### config.mk
export PLATFORM = sky130hd
export DESIGN_NAME = reg_wb_arbiter
export DESIGN_NICKNAME = d
export VERILOG_FILES = /design/src/rtl/reg_wb_arbiter.sv
export SDC_FILE = /design/constraint.sdc
export NUM_CORES = 1
export LEC_CHECK = 0
export BUFFER_PORTS_ARGS = -buffer_cell sky130_fd_sc_hd__buf_2
export CAP_MARGIN = 20
export CORE_UTILIZATION = 39
export DETAILED_ROUTE_END_ITERATION = 10
export GPL_TIMING_DRIVEN = 0
export PLACE_DENSITY = 0.92
export RECOVER_POWER = 100
export SLEW_MARGIN = 20
export SYNTH_ARGS = -nofsm -noshare
export SYNTH_HDL_FRONTEND = slang
export SYNTH_SLANG_ARGS = --single-unit
### constraint.sdc
create_clock -name clk -period 4.1 [get_ports clk]
set_input_delay 0.82 -clock clk [delete_from_list [all_inputs] [get_ports clk]]
set_output_delay 0.82 -clock clk [all_outputs]
set_load 0.01 [all_outputs]
### src/rtl/reg_wb_arbiter.sv
// ============================================================================
// Module   : reg_wb_arbiter
// Purpose  : Register-file write-port owner: post-reset clear sweep, then
//            dbg-priority / ALU-MEM round-robin writeback arbitration.
// Revision : 1.0 - initial release
// ============================================================================
`default_nettype none

module reg_wb_arbiter #(
  parameter int              NREG       = 32,
  parameter int              AW         = 5,
  parameter int              DW         = 32,
  parameter logic [DW-1:0]   INIT_VALUE = '0
) (
  input  logic          clk,
  input  logic          rst,
  input  logic          clear_req,
  input  logic          dbg_valid,
  input  logic [AW-1:0] dbg_reg,
  input  logic [DW-1:0] dbg_data,
  output logic          dbg_ready,
  input  logic          alu_valid,
  input  logic [AW-1:0] alu_reg,
  input  logic [DW-1:0] alu_data,
  output logic          alu_ready,
  input  logic          mem_valid,
  input  logic [AW-1:0] mem_reg,
  input  logic [DW-1:0] mem_data,
  output logic          mem_ready,
  output logic          RegWrite,
  output logic [AW-1:0] Write_Reg,
  output logic [DW-1:0] Write_Data,
  output logic          init_done
);

  typedef enum logic [0:0] {ST_CLEAR = 1'b0, ST_RUN = 1'b1} state_t;
  typedef enum logic [0:0] {GNT_ALU = 1'b0, GNT_MEM = 1'b1} gnt_t;

  localparam logic [AW-1:0] c_last_reg = AW'(NREG - 1);

  state_t        r_fsm;
  logic [AW-1:0] r_ptr;
  gnt_t          r_last_grant;
  logic          r_init_done;

  logic w_dbg_nz, w_alu_nz, w_mem_nz;
  logic w_dbg_zero, w_alu_zero, w_mem_zero;
  logic w_run;
  logic w_gnt_dbg, w_gnt_alu, w_gnt_mem;

  assign w_run      = (r_fsm == ST_RUN) && !rst;

  assign w_dbg_nz   = dbg_valid && (dbg_reg != '0);
  assign w_alu_nz   = alu_valid && (alu_reg != '0);
  assign w_mem_nz   = mem_valid && (mem_reg != '0);
  assign w_dbg_zero = dbg_valid && (dbg_reg == '0);
  assign w_alu_zero = alu_valid && (alu_reg == '0);
  assign w_mem_zero = mem_valid && (mem_reg == '0);

  // On an ALU/MEM tie the side that did not win last time takes the slot.
  assign w_gnt_dbg  = w_run && w_dbg_nz;
  assign w_gnt_alu  = w_run && !w_dbg_nz && w_alu_nz &&
                      (!w_mem_nz || (r_last_grant == GNT_MEM));
  assign w_gnt_mem  = w_run && !w_dbg_nz && w_mem_nz &&
                      (!w_alu_nz || (r_last_grant == GNT_ALU));

  always_comb begin
    dbg_ready  = 1'b0;
    alu_ready  = 1'b0;
    mem_ready  = 1'b0;
    RegWrite   = 1'b0;
    Write_Reg  = '0;
    Write_Data = '0;
    if (!rst) begin
      if (r_fsm == ST_CLEAR) begin
        RegWrite   = 1'b1;
        Write_Reg  = r_ptr;
        Write_Data = INIT_VALUE;
      end else begin
        // Writes to register 0 are acknowledged and dropped.
        dbg_ready = w_gnt_dbg || w_dbg_zero;
        alu_ready = w_gnt_alu || w_alu_zero;
        mem_ready = w_gnt_mem || w_mem_zero;
        if (w_gnt_dbg) begin
          RegWrite   = 1'b1;
          Write_Reg  = dbg_reg;
          Write_Data = dbg_data;
        end else if (w_gnt_alu) begin
          RegWrite   = 1'b1;
          Write_Reg  = alu_reg;
          Write_Data = alu_data;
        end else if (w_gnt_mem) begin
          RegWrite   = 1'b1;
          Write_Reg  = mem_reg;
          Write_Data = mem_data;
        end
      end
    end
  end

  always_ff @(posedge clk) begin
    if (rst) begin
      r_fsm        <= ST_CLEAR;
      r_ptr        <= '0;
      r_last_grant <= GNT_MEM;
      r_init_done  <= 1'b0;
    end else begin
      case (r_fsm)
        ST_CLEAR: begin
          r_ptr <= r_ptr + 1'b1;
          if (r_ptr == c_last_reg) begin
            r_fsm       <= ST_RUN;
            r_init_done <= 1'b1;
          end
        end
        default: begin
          if (w_gnt_alu) r_last_grant <= GNT_ALU;
          if (w_gnt_mem) r_last_grant <= GNT_MEM;
          if (clear_req) begin
            r_fsm       <= ST_CLEAR;
            r_ptr       <= '0;
            r_init_done <= 1'b0;
          end
        end
      endcase
    end
  end

  assign init_done = r_init_done;

endmodule

`default_nettype wire

==> flow_summary_export.csv, run 1 <==
group,metric,value,unit
global_routing,grt_pass1_wl,10900,um
clock_tree,cts-htree-levels,1,
floorplanning,die_x,64.9,um
timing,relSlewSlack,60.7,%
clock_tree,cts_buffer_depth,2,
synthesis,netlist_area,1540,um2
floorplanning,dieHeight,64.9,um
timing,min_period,3.72,ns
setup_path,reg2regPathDepth,6,
pwr,leakage,0.000875,uW
floorplanning,ios,159,
detailed_routing,viasPerCell,6.16,
global_routing,track_usage,31.8,%
final_layout,final_common_cell,"buf_2",
placement,gp_congestion,0.888,
global_routing,antenna_found_initial,0,
clock_tree,cts_hold_buf,0,
detailed_routing,antenna_left,0,
timing,grt_setup_unrepaired,"false",
detailed_routing,wl_met1,2640,um
setup_path,reg2reg_slack,2.13,ns
pwr,ir_drop,0.000152,V
clock_tree,clk_latency,0.23,ns
clock_tree,cts_resized,0,
detailed_routing,drt_wl_total,6860,um
detailed_routing,vias,2758,
synthesis,syn_inst,239,
hold_path,min_path_type,"register to register",
hold_path,min_to,"init_done$_SDFFE_PP0P_",
synthesis,yosysSeqAreaShare,10.4,%
synthesis,ys_types,34,
clock_tree,cts_buffers,3,
setup_path,cp.arrival,2.90,ns
placement,place_inst,445,
detailed_routing,drt_first_iter_violations,302,
setup_path,end_kind,"primary output",
clock_tree,cts.sinks,8,
final_layout,drive_above_1_share,35.3,%
hold_path,whs_path_depth,2,
setup_path,worstPathRequired,3.28,ns
setup_path,crit_path_max_fanout,10,
final_layout,final_nets,521,
timing,drv_slew,0,
timing,hold_viol,0,
clock_tree,cts.clk_slew.worst_paths,0.04,ns
timing,worstMarginPinSlew,0.586,ns
synthesis,syn_avg_cell_area,6.45,um2
clock_tree,cts_root_buf,"clkbuf_8",
flow_run,cap_violations,0,
pwr,powerDensity,120,nW/um2
clock_tree,cts_tree,"done",
synthesis,yosys_warnings,0,
timing,tns,0,ns
final_layout,layout.cells.non_filler,448,
synthesis,synth_async_sr_flop_share,0,%
placement,dpl.hpwl,5340,um
setup_path,worstSetupStartpointType,"primary input",
detailed_routing,route.met2.wl,3470,um
global_routing,overflow,0,
global_routing,grt_max_degree,11,
pwr,power,286,uW
timing,finClkSkew,0.00255,ns
detailed_routing,avgRoutedWirePerCell,15.3,um
detailed_routing,top_layer_used,"met4",
timing,fin_crit_sh,90.6,%
timing,fmax,269,MHz
placement,portBuffers,158,
setup_path,path_class,"primary input to primary output",
final_layout,final_cell_mix,"buf_2, nand4_1, clkbuf_1",
final_layout,syn2layout_area_growth,54.7,%
synthesis,synthesis.nets,358,
final_layout,antenna_cells,0,
synthesis,synth_edf_count,0,
floorplanning,core,3720,um2
floorplanning,num_rows,22,
setup_path,worstReg2RegStart,"r_fsm$_SDFF_PP0_",
detailed_routing,route.met3.wl,546,um
detailed_routing,dr.pass1.iters,5,
synthesis,synth-seq-cells,8,
hold_path,hp-start,"init_done$_SDFFE_PP0P_",
synthesis,synth_flop_cell,"dfxtp_1",
setup_path,r2r_end,"r_last_grant$_SDFFE_PP1P_",
clock_tree,post_cts_buffers,0,
global_routing,grt_pass1_vias,2536,
floorplanning,die-area,4210,um2
outcome,status,"finished, final reports clean",
detailed_routing,drc,0,
floorplanning,initial_core_util,41.5,%
timing,final-setup-viol-count,0,
-- cell usage after synthesis, drive strengths merged, types with 3 or more instances --
master / n / area (um2)
clkbuf: 22 / 82.6
nor2b: 3 / 18.8
or4: 3 / 30.0
nand2: 9 / 33.8
and3: 3 / 18.8
a221o: 5 / 50.1
buf: 13 / 76.3
a31oi: 32 / 200
nand4: 64 / 400
nor2: 7 / 26.3
a21oi: 5 / 25.0
nand2b: 5 / 31.3
dfxtp: 8 / 160
a211oi: 4 / 30.0
o21ai: 36 / 191
nand3: 4 / 20.0
-- per-layer routing --
metal / vias up / global-route usage (%)
met2: 171 / 58.6
met5: - / 0
met1: 1247 / 35.4
met3: 34 / 4.75
li1: 1306 / -
met4: 0 / 14.2
-- area by class of cell --
type / count / area, um2
plain buffers: 35 / 153
well taps: 48 / 60.1
repair buffers: 158 / 749
fillers: 399 / 1330
clock buffers: 3 / 41.3
multi-input cells: 196 / 1220
flip-flops and latches: 8 / 160
-- where the power goes --
group | switching, uW | leakage, uW | internal [uW]
combinational | 54.7 | 0.000788 | 53.1
sequential | 2.78 | 0.0000651 | 80.7
clock | 31.3 | 0.0000216 | 63.6
total | 88.8 | 0.000875 | 197
-- flip-flops by register name (all words and copies together), names as in the netlist --
signal and count:
r_fsm 1, r_last_grant 1, r_ptr 5, init_done 1
-- worst max-delay path by stage --
stage / from / end / cells after the start
2_1_floorplan: dbg_reg[0] / Write_Data[30] / 6
3_3_place_gp: dbg_reg[0] / Write_Data[29] / 6
3_5_place_dp: dbg_reg[0] / Write_Data[29] / 6
4_1_cts: dbg_reg[0] / Write_Data[29] / 6
5_1_grt: rst / Write_Data[7] / 9
6_report: dbg_reg[0] / Write_Data[29] / 8
-- cell families (layout without fill, tap and decap cells) --
logic type                 after synthesis  in the layout  synth area share [%]
and+or+nand+nor                        101            101                  38.9
AOI/OAI and AO/OA                       91             91                  37.5
buffers and inverters                   35            196                  10.3
DFF                                      8              8                  10.4
adders and majority gates                2              2                  1.62
xor gates and xnor gates                 1              1                 0.568
muxes                                    1              1                 0.730
-- per-stage QoR --
step | hold WS [ns] | worst slack, ns | cell area (um2) | util [%]
finish | 0.462 | 0.384 | 2390 | 64.2
global route | 0.509 | 0.191 | 2390 | 64.2
CTS | 0.462 | 0.509 | 2430 | 65.5
detailed placement | 0.455 | 0.517 | 2390 | 64.4
global placement | 0.446 | 0.549 | 2390 | 64.4
floorplan | 0.479 | 0.961 | 1540 | -
-- critical path, cell delays in order --
cell      delay, ns
buf_2          0.10
or4_1          0.59
o21ai_4        0.27
clkbuf_1       0.36
buf_4          0.25
nand4_1        0.10
a31oi_1        0.23
clkbuf_1       0.17
Note: power is estimated with default switching activity, not from simulation.
==> run 2: changes to the inputs <==
Settings changed: CORE_UTILIZATION 39 to 36, PLACE_DENSITY 0.92 to 0.86.
Clock period 4.1 ns to 3.7 ns, I/O delays scaled along.
==> flow_summary_export.csv, run 2 (synthesis results as in run 1) <==
group,metric,value,unit
floorplanning,dieHeight,67.5,um
setup_path,path_delay_family,"simple AND/OR/NAND/NOR gates",
global_routing,track_usage,29.4,%
timing,hold_viol,0,
floorplanning,ios,159,
setup_path,worstSetupStartpointType,"primary input",
final_layout,layout.cells.non_filler,450,
final_layout,final_common_cell,"buf_2",
flow_run,cap_violations,0,
setup_path,crit_end,"Write_Data[27]",
placement,dpl_cell_area,2400,um2
outcome,status,"finished, final reports clean",
final_layout,regMostFlops,"r_ptr",
placement,gp_congestion,0.840,
detailed_routing,vias,2729,
timing,tns,0,ns
final_layout,syn2layout_area_growth,54.6,%
setup_path,crit_slowest_cell,"or4_1",
setup_path,cp.arrival,2.75,ns
detailed_routing,antenna_left,0,
clock_tree,clk_latency,0.23,ns
floorplanning,core,4060,um2
timing,finClkSkew,0.00758,ns
floorplanning,num_rows,23,
timing,min_period,3.49,ns
placement,portBuffers,158,
setup_path,reg2regPathDepth,6,
floorplanning,die-area,4550,um2
clock_tree,cts_resized,0,
global_routing,grt_pass1_wl,10500,um
clock_tree,cts.clk_slew.worst_paths,0.04,ns
setup_path,crit_top_cell,"clkbuf_1",
setup_path,reg2reg_slack,1.85,ns
setup_path,path_class,"primary input to primary output",
placement,place_inst,447,
global_routing,antenna_found_initial,0,
setup_path,r2r_end,"r_last_grant$_SDFFE_PP1P_",
final_layout,antenna_cells,0,
clock_tree,cts_root_buf,"clkbuf_8",
placement,dpl.hpwl,5450,um
pwr,leakage,0.000859,uW
pwr,power,318,uW
pwr,powerDensity,133,nW/um2
floorplanning,die_x,67.5,um
clock_tree,cts_hold_buf,0,
setup_path,crit_start,"alu_reg[0]",
clock_tree,cts.sinks,8,
timing,drv_slew,0,
global_routing,overflow,0,
floorplanning,initial_core_util,38.0,%
detailed_routing,viasPerCell,6.06,
detailed_routing,avgRoutedWirePerCell,15.7,um
timing,fmax,286,MHz
clock_tree,cts-htree-levels,1,
timing,relSlewSlack,65.4,%
hold_path,min_path_type,"register to register",
clock_tree,cts_tree,"done",
final_layout,fillCellCount,435,
clock_tree,cts_buffer_depth,2,
detailed_routing,drc,0,
clock_tree,cts_buffers,3,
setup_path,crit_path_cell_trace,"buf_2 -> or4_1 -> o211ai_2 -> clkbuf_1 -> nand4_1 -> a31oi_1 -> clkbuf_1",
timing,fin_crit_sh,94.4,%
final_layout,final_cell_mix,"buf_2, nand4_1, clkbuf_1",
detailed_routing,drt_wl_total,7040,um
clock_tree,post_cts_buffers,0,
setup_path,cp_num_buf_inv,3,
detailed_routing,dr.pass1.iters,5,
final_layout,final_nets,521,
global_routing,grt_max_degree,11,
pwr,ir_drop,0.000246,V
final_layout,drive_above_1_share,34.3,%
detailed_routing,drt_first_iter_violations,239,
timing,final-setup-viol-count,0,
setup_path,critical-path-max-stage-delay,0.59,ns
final_layout,fin_area,2380,um2
setup_path,worstReg2RegStart,"r_fsm$_SDFF_PP0_",
setup_path,worst-path-stages,7,
setup_path,worstPathRequired,2.96,ns
global_routing,grt_pass1_vias,2423,
setup_path,end_kind,"primary output",
timing,grt_setup_unrepaired,"false",
final_layout,largest_reg_flops,5,
timing,worstMarginPinSlew,0.515,ns
setup_path,crit_path_max_fanout,10,
## run 2: cell count changes in the layout (fill, tap and decap cells not counted), sizes merged
cell	previous run	this run
buf	133	132
clkbuf	63	64
## run 2: how the worst min path moves through the flow
stage | startpoint | endpoint | depth (start not counted) | slack [ns]
floorplan | r_last_grant$_SDFFE_PP1P_ | r_last_grant$_SDFFE_PP1P_ | 1 | 0.48
CTS | init_done$_SDFFE_PP0P_ | init_done$_SDFFE_PP0P_ | 2 | 0.46
global route | init_done$_SDFFE_PP0P_ | init_done$_SDFFE_PP0P_ | 2 | 0.50
global placement | init_done$_SDFFE_PP0P_ | init_done$_SDFFE_PP0P_ | 2 | 0.44
detailed placement | init_done$_SDFFE_PP0P_ | init_done$_SDFFE_PP0P_ | 2 | 0.46
finish | init_done$_SDFFE_PP0P_ | init_done$_SDFFE_PP0P_ | 2 | 0.46
## run 2: area by class of cell
class | instances | area, um2 | area share (%)
Clock buffer | 3 | 41.3 | 1.73
Buffer | 35 | 158 | 6.61
Timing Repair Buffer | 158 | 743 | 31.2
Multi-Input combinational cell | 196 | 1220 | 51.2
Tap cell | 50 | 62.6 | 2.62
Sequential cell | 8 | 160 | 6.72
## run 2: layer usage
metal | part of all wire (%) | global-route usage (%)
met2 | 50 | 53.8
met4 | 2.3 | 12.8
met5 | 0 | 0
met1 | 39 | 33.5
met3 | 8.2 | 3.89
## run 2: tightest hold or removal path: cells and delay by family, from the launching register on
kind             cells  cell delay, ns
AO/OA/AOI/OAI        1            0.06
flip-flops           1            0.30
AND/OR/NAND/NOR      1            0.05
## run 2: stage by stage
step,util [%],hold WS (ns),worst slack (ns)
6_report,58.8,0.460,0.208
5_1_grt,58.8,0.498,0.0876
4_1_cts,60.1,0.462,0.310
3_5_place_dp,59.1,0.456,0.308
3_3_place_gp,59.1,0.445,0.331
2_1_floorplan,-,0.479,0.721
## run 2: power by group
| group | internal (uW) | switching (uW) | total (uW) |
|---|---|---|---|
| sequential | 89.5 | 2.94 | 92.4 |
| combinational | 59.1 | 61.1 | 120 |
| clock | 70.5 | 34.9 | 105 |
==> run 3: changes to the inputs <==
Settings changed: GPL_TIMING_DRIVEN 0 to default.
==> flow_summary_export.csv, run 3 (synthesis results as in run 1) <==
group,metric,value,unit
hold_path,hp-start,"init_done$_SDFFE_PP0P_",
clock_tree,cts_resized,0,
floorplanning,initial_core_util,38.0,%
setup_path,worstReg2RegStart,"r_fsm$_SDFF_PP0_",
timing,timing.final.ws_setup,0.303,ns
final_layout,antenna_cells,0,
timing,hold_viol,0,
pwr,ir_drop,0.000203,V
detailed_routing,drc,0,
clock_tree,cts_tree,"done",
final_layout,layout.cells.non_filler,428,
final_layout,regArea,160,um2
timing,finClkSkew,0.000736,ns
detailed_routing,avgRoutedWirePerCell,14.7,um
setup_path,reg2regPathDepth,6,
detailed_routing,antenna_left,0,
clock_tree,cts_buffers,3,
floorplanning,dieHeight,67.5,um
final_layout,syn2layout_area_growth,53.1,%
clock_tree,post_cts_buffers,0,
clock_tree,cts-htree-levels,1,
hold_path,whs_path_depth,2,
clock_tree,cts.sinks,8,
final_layout,regMostFlops,"r_ptr",
floorplanning,die_x,67.5,um
detailed_routing,drt_first_iter_violations,214,
detailed_routing,dr.pass1.iters,5,
hold_path,min_path_type,"register to register",
setup_path,cp.arrival,2.66,ns
setup_path,worstPathRequired,2.96,ns
timing,grt_setup_unrepaired,"false",
pwr,leakage,0.000876,uW
timing,tns,0,ns
global_routing,grt_pass1_vias,2127,
floorplanning,core,4060,um2
setup_path,crit_path_max_fanout,22,
timing,final-setup-viol-count,0,
clock_tree,cts_root_buf,"clkbuf_8",
outcome,status,"finished, final reports clean",
setup_path,r2r_end,"r_last_grant$_SDFFE_PP1P_",
global_routing,track_usage,25.0,%
floorplanning,die-area,4550,um2
detailed_routing,drt_wl_total,6300,um
placement,dp_slack,0.450,ns
final_layout,final_nets,499,
global_routing,grt_pass1_wl,9010,um
placement,portBuffers,158,
timing,drv_slew,0,
flow_run,cap_violations,0,
final_layout,multiInputGateArea,1230,um2
global_routing,grt_max_degree,55,
placement,gp_congestion,0.807,
timing,holdWs,0.451,ns
clock_tree,cts_hold_buf,0,
global_routing,overflow,0,
setup_path,end_kind,"primary output",
final_layout,fillCellCount,410,
timing,fin_crit_sh,91.8,%
hold_path,min_to,"init_done$_SDFFE_PP0P_",
final_layout,largest_reg_flops,5,
floorplanning,num_rows,23,
setup_path,worstSetupStartpointType,"primary input",
floorplanning,ios,159,
clock_tree,cts_buffer_depth,2,
timing,worstMarginPinSlew,0.455,ns
timing,relSlewSlack,69.7,%
final_layout,final_common_cell,"buf_2",
detailed_routing,vias,2599,
timing,min_period,3.40,ns
clock_tree,clk_latency,0.23,ns
placement,place_inst,425,
timing,fmax,294,MHz
detailed_routing,viasPerCell,6.07,
setup_path,reg2reg_slack,1.86,ns
final_layout,drive_above_1_share,38.9,%
clock_tree,cts.clk_slew.worst_paths,0.04,ns
global_routing,antenna_found_initial,0,
placement,dpl.hpwl,4700,um
final_layout,utilization,58.2,%
final_layout,final_cell_mix,"buf_2, nand4_1, clkbuf_1",
pwr,powerDensity,132,nW/um2
setup_path,path_class,"primary input to primary output",
run 3: worst max-delay path by stage:
stage / end / start
5_1_grt: Write_Data[18] / rst
4_1_cts: Write_Reg[3] / dbg_reg[0]
2_1_floorplan: Write_Data[30] / dbg_reg[0]
6_report: Write_Data[7] / rst
3_3_place_gp: Write_Reg[0] / dbg_reg[0]
3_5_place_dp: Write_Reg[0] / dbg_reg[0]
run 3: cell type report:
| type | count | area share [%] |
|---|---|---|
| multi-input combinational | 196 | 52.2 |
| timing repair buffer | 171 | 36.6 |
| sequential | 8 | 6.78 |
| clock buffer | 3 | 1.75 |
| tap | 50 | 2.65 |
run 3: where the power goes:
part | internal [uW] | total [uW] | switching, uW | leakage, uW
Combinational | 60.4 | 118 | 57.4 | 0.000789
Sequential | 89.5 | 92.3 | 2.79 | 0.0000651
Clock | 70.3 | 103 | 32.5 | 0.0000216
Total | 220 | 313 | 92.7 | 0.000876
run 3: worst max-delay path, stage by stage:
cell and delay (ns):
clkbuf_2 0.23, nor2b_2 0.25, buf_4 0.25, o211a_1 0.23, clkbuf_2 0.39, nand4_1 0.14
a31oi_1 0.24, clkbuf_1 0.19
run 3: per-stage QoR:
stage                     area, um2  total power (uW)
after floorplan                1540               133
after global placement         2370               208
after detailed placement       2370               210
after CTS                      2410               315
after global routing           2360               332
final                          2360               313
run 3: layer usage:
layer | GRT usage (%) | routed length, um | vias up
met4 | 7.71 | 116 | 0
met2 | 47.2 | 3200 | 147
li1 | - | - | 1263
met3 | 4.56 | 534 | 14
met1 | 27.6 | 2450 | 1175
met5 | 0 | 0 | -
